`config.mk`:
```
export PLATFORM = sky130hd
export DESIGN_NAME = irq_vector_sequencer
export DESIGN_NICKNAME = d
export VERILOG_FILES = /design/src/rtl/irq_seq_pkg.sv /design/src/rtl/irq_seq_csr.sv /design/src/rtl/irq_vector_sequencer.sv
export SDC_FILE = /design/constraint.sdc
export NUM_CORES = 1
export LEC_CHECK = 0
export CORE_AREA = 5 5 57 59
export CTS_CLUSTER_SIZE = 25
export DETAILED_ROUTE_END_ITERATION = 10
export DIE_AREA = 0 0 62 64
export GPL_TIMING_DRIVEN = 0
export PLACE_DENSITY = 0.76
export SLEW_MARGIN = 20
export SYNTH_ARGS = -nofsm -noshare
export SYNTH_HDL_FRONTEND = slang
export SYNTH_SLANG_ARGS = --single-unit
```
`constraint.sdc`:
```
create_clock -name clk -period 3.8 [get_ports clk]
set_input_delay 0.76 -clock clk [delete_from_list [all_inputs] [get_ports clk]]
set_output_delay 0.76 -clock clk [all_outputs]
set_load 0.005 [all_outputs]
```
`src/rtl/irq_seq_pkg.sv`:
```
`default_nettype none
// ==========================================================================
// irq_seq_pkg : shared types and constants for the IRQ vector sequencer
// Revision    : 1.0
// ==========================================================================
package irq_seq_pkg;

    typedef enum logic [1:0] {
        ST_IDLE       = 2'd0,
        ST_WAIT_HI    = 2'd1,
        ST_IN_SERVICE = 2'd2
    } state_t;

    localparam logic CSR_ID   = 1'b0;
    localparam logic CSR_CTRL = 1'b1;

    localparam int STAT_ENABLE     = 0;
    localparam int STAT_IN_SERVICE = 1;
    localparam int STAT_PENDING    = 2;
    localparam int STAT_SPURIOUS   = 3;
    localparam int STAT_ABORT      = 4;
    localparam int STAT_EOI_ERR    = 5;
    localparam int STAT_NEST       = 6;

    localparam logic [15:0] VEC_LO_ADDR = 16'hFFFE;
    localparam logic [15:0] VEC_HI_ADDR = 16'hFFFF;

    // Each handler stub is 4 bytes; the sum wraps at 16 bits.
    function automatic logic [15:0] stub_target(input logic [15:0] base, input logic [15:0] id);
        return base + (id << 2);
    endfunction

endpackage
`default_nettype wire

```
`src/rtl/irq_seq_csr.sv`:
```
`default_nettype none
// ==========================================================================
// irq_seq_csr : enable bit, sticky W1C status flags and CSR read mux
// Revision    : 1.0
// ==========================================================================
module irq_seq_csr
    import irq_seq_pkg::*;
#(
    parameter int ID_WIDTH = 8
) (
    input  logic                clk,
    input  logic                reset,
    input  logic                cs,
    input  logic                addr,
    input  logic                rwb,
    input  logic [7:0]          wdata,
    input  logic                spur_set,
    input  logic                abort_set,
    input  logic                eoi_err_set,
    input  logic                nest_set,
    input  logic                irq_pending,
    input  logic                in_service,
    input  logic [ID_WIDTH-1:0] svc_id,
    output logic                enable,
    output logic [7:0]          rdata
);

    logic spurious;
    logic abort;
    logic eoi_err;
    logic nest;
    logic ctrl_wr;
    logic unused_wdata;

    assign ctrl_wr      = cs & ~rwb & (addr == CSR_CTRL);
    assign unused_wdata = ^{wdata[7], wdata[2:1]};

    // A hardware set in the same cycle as a W1C clear keeps the flag set.
    always_ff @(negedge clk) begin
        if (reset) begin
            enable   <= 1'b0;
            spurious <= 1'b0;
            abort    <= 1'b0;
            eoi_err  <= 1'b0;
            nest     <= 1'b0;
        end else begin
            if (ctrl_wr) begin
                enable <= wdata[STAT_ENABLE];
            end
            spurious <= spur_set    | (spurious & ~(ctrl_wr & wdata[STAT_SPURIOUS]));
            abort    <= abort_set   | (abort    & ~(ctrl_wr & wdata[STAT_ABORT]));
            eoi_err  <= eoi_err_set | (eoi_err  & ~(ctrl_wr & wdata[STAT_EOI_ERR]));
            nest     <= nest_set    | (nest     & ~(ctrl_wr & wdata[STAT_NEST]));
        end
    end

    always_comb begin
        rdata = 8'h00;
        if (addr == CSR_ID) begin
            rdata = 8'(svc_id);
        end else begin
            rdata[STAT_ENABLE]     = enable;
            rdata[STAT_IN_SERVICE] = in_service;
            rdata[STAT_PENDING]    = irq_pending;
            rdata[STAT_SPURIOUS]   = spurious;
            rdata[STAT_ABORT]      = abort;
            rdata[STAT_EOI_ERR]    = eoi_err;
            rdata[STAT_NEST]       = nest;
        end
    end

endmodule
`default_nettype wire

```
`src/rtl/irq_vector_sequencer.sv`:
```
`default_nettype none
// ==========================================================================
// irq_vector_sequencer : substitutes per-source stub addresses for the 6502
//                        IRQ vector, tracks the in-service ID, issues EOI
// Revision             : 1.0
// ==========================================================================
module irq_vector_sequencer
    import irq_seq_pkg::*;
#(
    parameter int          ID_WIDTH  = 8,
    parameter logic [15:0] STUB_BASE = 16'hF000
) (
    input  logic                clk,
    input  logic                reset,
    input  logic [15:0]         cpu_addr,
    input  logic                cpu_rwb,
    input  logic                cpu_valid,
    input  logic                irq_pending,
    input  logic [ID_WIDTH-1:0] irq_id,
    output logic                vec_override,
    output logic [7:0]          vec_data,
    output logic                o_eoi,
    input  logic                cs,
    input  logic                addr,
    input  logic                rwb,
    input  logic [7:0]          i_data,
    output logic [7:0]          o_data
);

    state_t              state;
    state_t              next_state;
    logic [ID_WIDTH-1:0] svc_id;
    logic                enable;
    logic                vfetch_lo;
    logic                vfetch_hi;
    logic                eoi_wr;
    logic [ID_WIDTH-1:0] tgt_id;
    logic [15:0]         target;
    logic                svc_load;
    logic                eoi_next;
    logic                spur_set;
    logic                abort_set;
    logic                eoi_err_set;
    logic                nest_set;

    assign vfetch_lo = cpu_valid & cpu_rwb & (cpu_addr == VEC_LO_ADDR);
    assign vfetch_hi = cpu_valid & cpu_rwb & (cpu_addr == VEC_HI_ADDR);
    assign eoi_wr    = cs & ~rwb & (addr == CSR_ID);

    // The low byte comes from the live ID, the high byte from the latched one.
    assign tgt_id = (state == ST_WAIT_HI) ? svc_id : irq_id;
    assign target = stub_target(STUB_BASE, 16'(tgt_id));

    always_ff @(negedge clk) begin
        if (reset) begin
            state  <= ST_IDLE;
            svc_id <= '0;
            o_eoi  <= 1'b0;
        end else begin
            state <= next_state;
            o_eoi <= eoi_next;
            if (svc_load) begin
                svc_id <= irq_id;
            end
        end
    end

    always_comb begin
        next_state   = state;
        vec_override = 1'b0;
        vec_data     = 8'h00;
        svc_load     = 1'b0;
        eoi_next     = 1'b0;
        spur_set     = 1'b0;
        abort_set    = 1'b0;
        nest_set     = 1'b0;
        eoi_err_set  = 1'b0;
        case (state)
            ST_IDLE: begin
                if (vfetch_lo && enable) begin
                    if (irq_pending) begin
                        vec_override = 1'b1;
                        vec_data     = target[7:0];
                        svc_load     = 1'b1;
                        next_state   = ST_WAIT_HI;
                    end else begin
                        spur_set = 1'b1;
                    end
                end
            end
            ST_WAIT_HI: begin
                if (vfetch_hi) begin
                    vec_override = 1'b1;
                    vec_data     = target[15:8];
                    next_state   = ST_IN_SERVICE;
                end else if (cpu_valid) begin
                    abort_set  = 1'b1;
                    next_state = ST_IDLE;
                end
            end
            ST_IN_SERVICE: begin
                nest_set = vfetch_lo | vfetch_hi;
                if (eoi_wr) begin
                    eoi_next   = 1'b1;
                    next_state = ST_IDLE;
                end
            end
            default: next_state = ST_IDLE;
        endcase
        if (eoi_wr && state != ST_IN_SERVICE) begin
            eoi_err_set = 1'b1;
        end
    end

    irq_seq_csr #(
        .ID_WIDTH (ID_WIDTH)
    ) u_csr (
        .clk         (clk),
        .reset       (reset),
        .cs          (cs),
        .addr        (addr),
        .rwb         (rwb),
        .wdata       (i_data),
        .spur_set    (spur_set),
        .abort_set   (abort_set),
        .eoi_err_set (eoi_err_set),
        .nest_set    (nest_set),
        .irq_pending (irq_pending),
        .in_service  (state == ST_IN_SERVICE),
        .svc_id      (svc_id),
        .enable      (enable),
        .rdata       (o_data)
    );

endmodule
`default_nettype wire

```
==> out/qor.yml, run 1 <==
status:
  status: "finished with violations"
  violations: "negative setup slack"
clock_tree:
  worst_skew_pair.late_latency_ns: 0.38
  cts_tree: "yes"
  clk_pin_slew_ns: 0.05
  ctsLongestPathBuffers: 2
  cts_hold_buf: 0
  htree_levels: 1
  cts_root_buf: "clkbuf_4"
  numCtsBuffers: 3
  clock_sink_count: 16
timing:
  setup_ws_ns: -0.458
  slew_headroom_pct: 55.6
  rsz0062_at_grt: "yes"
  tightest_slew_ns: 0.667
  hold-worst-slack_ns: 0.470
  hold_violations: 0
  final_max_slew_viol_count: 0
  setup_viol: 16
  fin_worst_skew_ns: 0.0221
logic_synthesis:
  synth_area_um2: 910
  synth_edf_count: 0
  async_reset_ff_share_pct: 0
  synthMuxAreaShare_pct: 9.77
  avgSynthCellArea_um2: 7.58
  synth_warnings: 0
  synthSimpleGateAreaFrac_pct: 32.2
  synthAdderAreaFrac_pct: 0
  synth_xor_xnor_area_share_pct: 0
  ys_types: 27
  synth_nets: 160
  ys_seq_area_share_pct: 35.2
  synth_top_family_by_area: "simple AND/OR/NAND/NOR gates"
  synth_compound_area_share_pct: 17.6
  synthFlopType: "dfxtp_1"
  synth_seq_cells: 16
  netlist_instances: 120
worst_setup_path:
  path_cells: "nor3b_4, buf_4, and3_4, nand3_2, inv_1, buf_2"
  end_kind: "output pin"
  worstReg2RegStart: "state[0]"
  slowest_stage: "dfxtp_4"
  worstPathArrival_ns: 3.50
  cpPeakStageDelay_ns: 0.35
  cp_max_fo: 4
  cp-endpoint: "vec_data[2]"
  critical_path_class: "flop to output pin"
  worstRegToRegCells: 8
  crit_start: "state[0]"
  cp_data_required_time_ns: 3.04
  critPathLaunchType: "flop"
  reg2reg_slack_ns: 2.15
  timing.rr.end: "svc_id[2]"
place:
  place_hpwl_um: 2410
  dp_slack_ns: -0.607
  io_buffers: 53
  gp_congestion: 0.855
  place_area_um2: 1480
power_and_ir_drop:
  power_uw: 412
  peakVddDrop_mv: 0.247
  p_per_area_nw_per_um2: 211
  p_leak_nw: 0.916
global_routing:
  grt_max_degree: 11
  antenna_found_initial: 0
  grt-ovfl-total: 0
  grt_pass1_vias: 1543
  grt_pass1_wl_um: 6910
  track_usage_pct: 23.2
job:
  max_cap_viol_count: 0
floorplanning:
  start_util_pct: 34.2
  die_h_um: 64
  ios: 58
  core-area_um2: 2660
  die_x_um: 62
  row_count: 19
  dieArea_um2: 3970
drt:
  drtAntennaViolNets: 0
  dr_wl_met2_um: 2610
  drc: 0
  post_drt_wl_per_cell_um: 18.7
  routed_wl_um: 4780
  wl_met3_um: 389
  highest_layer: "met4"
  first_iter_violations: 91
  via_per_inst: 5.54
  wl_met1_um: 1590
  drtPass1Iterations: 4
  vias: 1413
final_layout:
  final_cell_mix: "buf_4, inv_1, clkdlybuf4s50_1"
  area_growth_pct: 115
  final_nets: 265
  layout_commonest_cell: "buf_4"
  antenna_cells: 0
  finalInstanceArea_um2: 1950
  drive_gt1_share_pct: 47.8
worst_hold_path:
  hp-start: "svc_id[1]"
  hold_path_class: "flop to flop"
cells by family (layout without fill, tap and decap cells):
kind of cell / after synthesis / after routing
buffers and inverters: 11 / 115
DFF: 16 / 16
and+or+nand+nor: 55 / 55
muxes: 8 / 8
AOI/OAI and AO/OA: 30 / 30
how the worst min path moves through the flow:
stage	to	slack, ns	cells after the start
after floorplan	u_csr.nest	0.43	2
after global placement	u_csr.nest	0.44	2
after detailed placement	u_csr.nest	0.46	2
after CTS	svc_id[1]	0.46	2
after global routing	svc_id[1]	0.48	2
final	svc_id[1]	0.47	2
final cells by class:
cell class | instances | area, um2
Multi-Input combinational cell | 93 | 727
Timing Repair Buffer | 87 | 724
Fill cell | 193 | 708
Sequential cell | 16 | 332
Clock inverter | 17 | 65.1
Tap cell | 31 | 38.8
Buffer | 5 | 33.8
Clock buffer | 3 | 22.5
Inverter | 3 | 11.3
report_power, final:
part	total (mW)	leakage, nW	internal [mW]	switching (mW)
Clock	0.175	0.0991	0.0605	0.114
Combinational	0.0672	0.684	0.0385	0.0287
Sequential	0.170	0.133	0.169	0.00102
synthesized netlist by cell type, drive strengths merged, types with 2 or more instances:
library cell / number / area [um2]
inv: 4 / 15.0
nand3: 13 / 65.1
nand2b: 3 / 18.8
a21oi: 16 / 80.1
and3: 4 / 25.0
nand4: 5 / 31.3
buf: 3 / 17.5
dfxtp: 16 / 320
nor2b: 3 / 18.8
o21ai: 11 / 55.1
clkbuf: 4 / 15.0
mux2: 7 / 78.8
nand2: 7 / 26.3
nor2: 12 / 47.6
nor3: 2 / 10.0
metrics by stage:
stage | cells | util (%) | TNS, ns
after global routing | 255 | 73.4 | -4.92
after global placement | 204 | 55.5 | -10.67
after CTS | 251 | 69.3 | -3.89
final | 255 | 73.4 | -3.62
after detailed placement | 204 | 55.5 | -11.32
after floorplan | 120 | - | 0
registers in the layout, summed over array words and instances, names as in the netlist:
signal          flops
svc_id              8
u_csr.eoi_err       1
u_csr.enable        1
u_csr.abort         1
o_eoi               1
u_csr.nest          1
state               2
u_csr.spurious      1
worst max-delay path: cells and delay by family (launching register included):
family                 cells  cell delay (ns)
flip-flops                 1             0.35
AND/OR/NAND/NOR            3             0.52
buffers and inverters      3             0.35
per-layer routing:
layer,track usage [%],vias up
met5,0,-
met4,11.7,0
met3,8.85,19
met2,40.3,78
met1,23.1,673
li1,-,643
timing repair:
action,4_1_cts,5_1_grt
pin swaps,16,21
cloned,2,0
buffers inserted,27,7
endpoints found under the hold margin,0,0
gates resized for setup,124,45
endpoints found under the setup margin,29,23
No activity file was read; power rests on OpenSTA's default activity.
==> run 2, diff against run 1 <==
CTS_CLUSTER_SIZE = 14   (was 25)
==> results of run 2 <==
Final layout, timing and power as in run 1 (identical DEF).
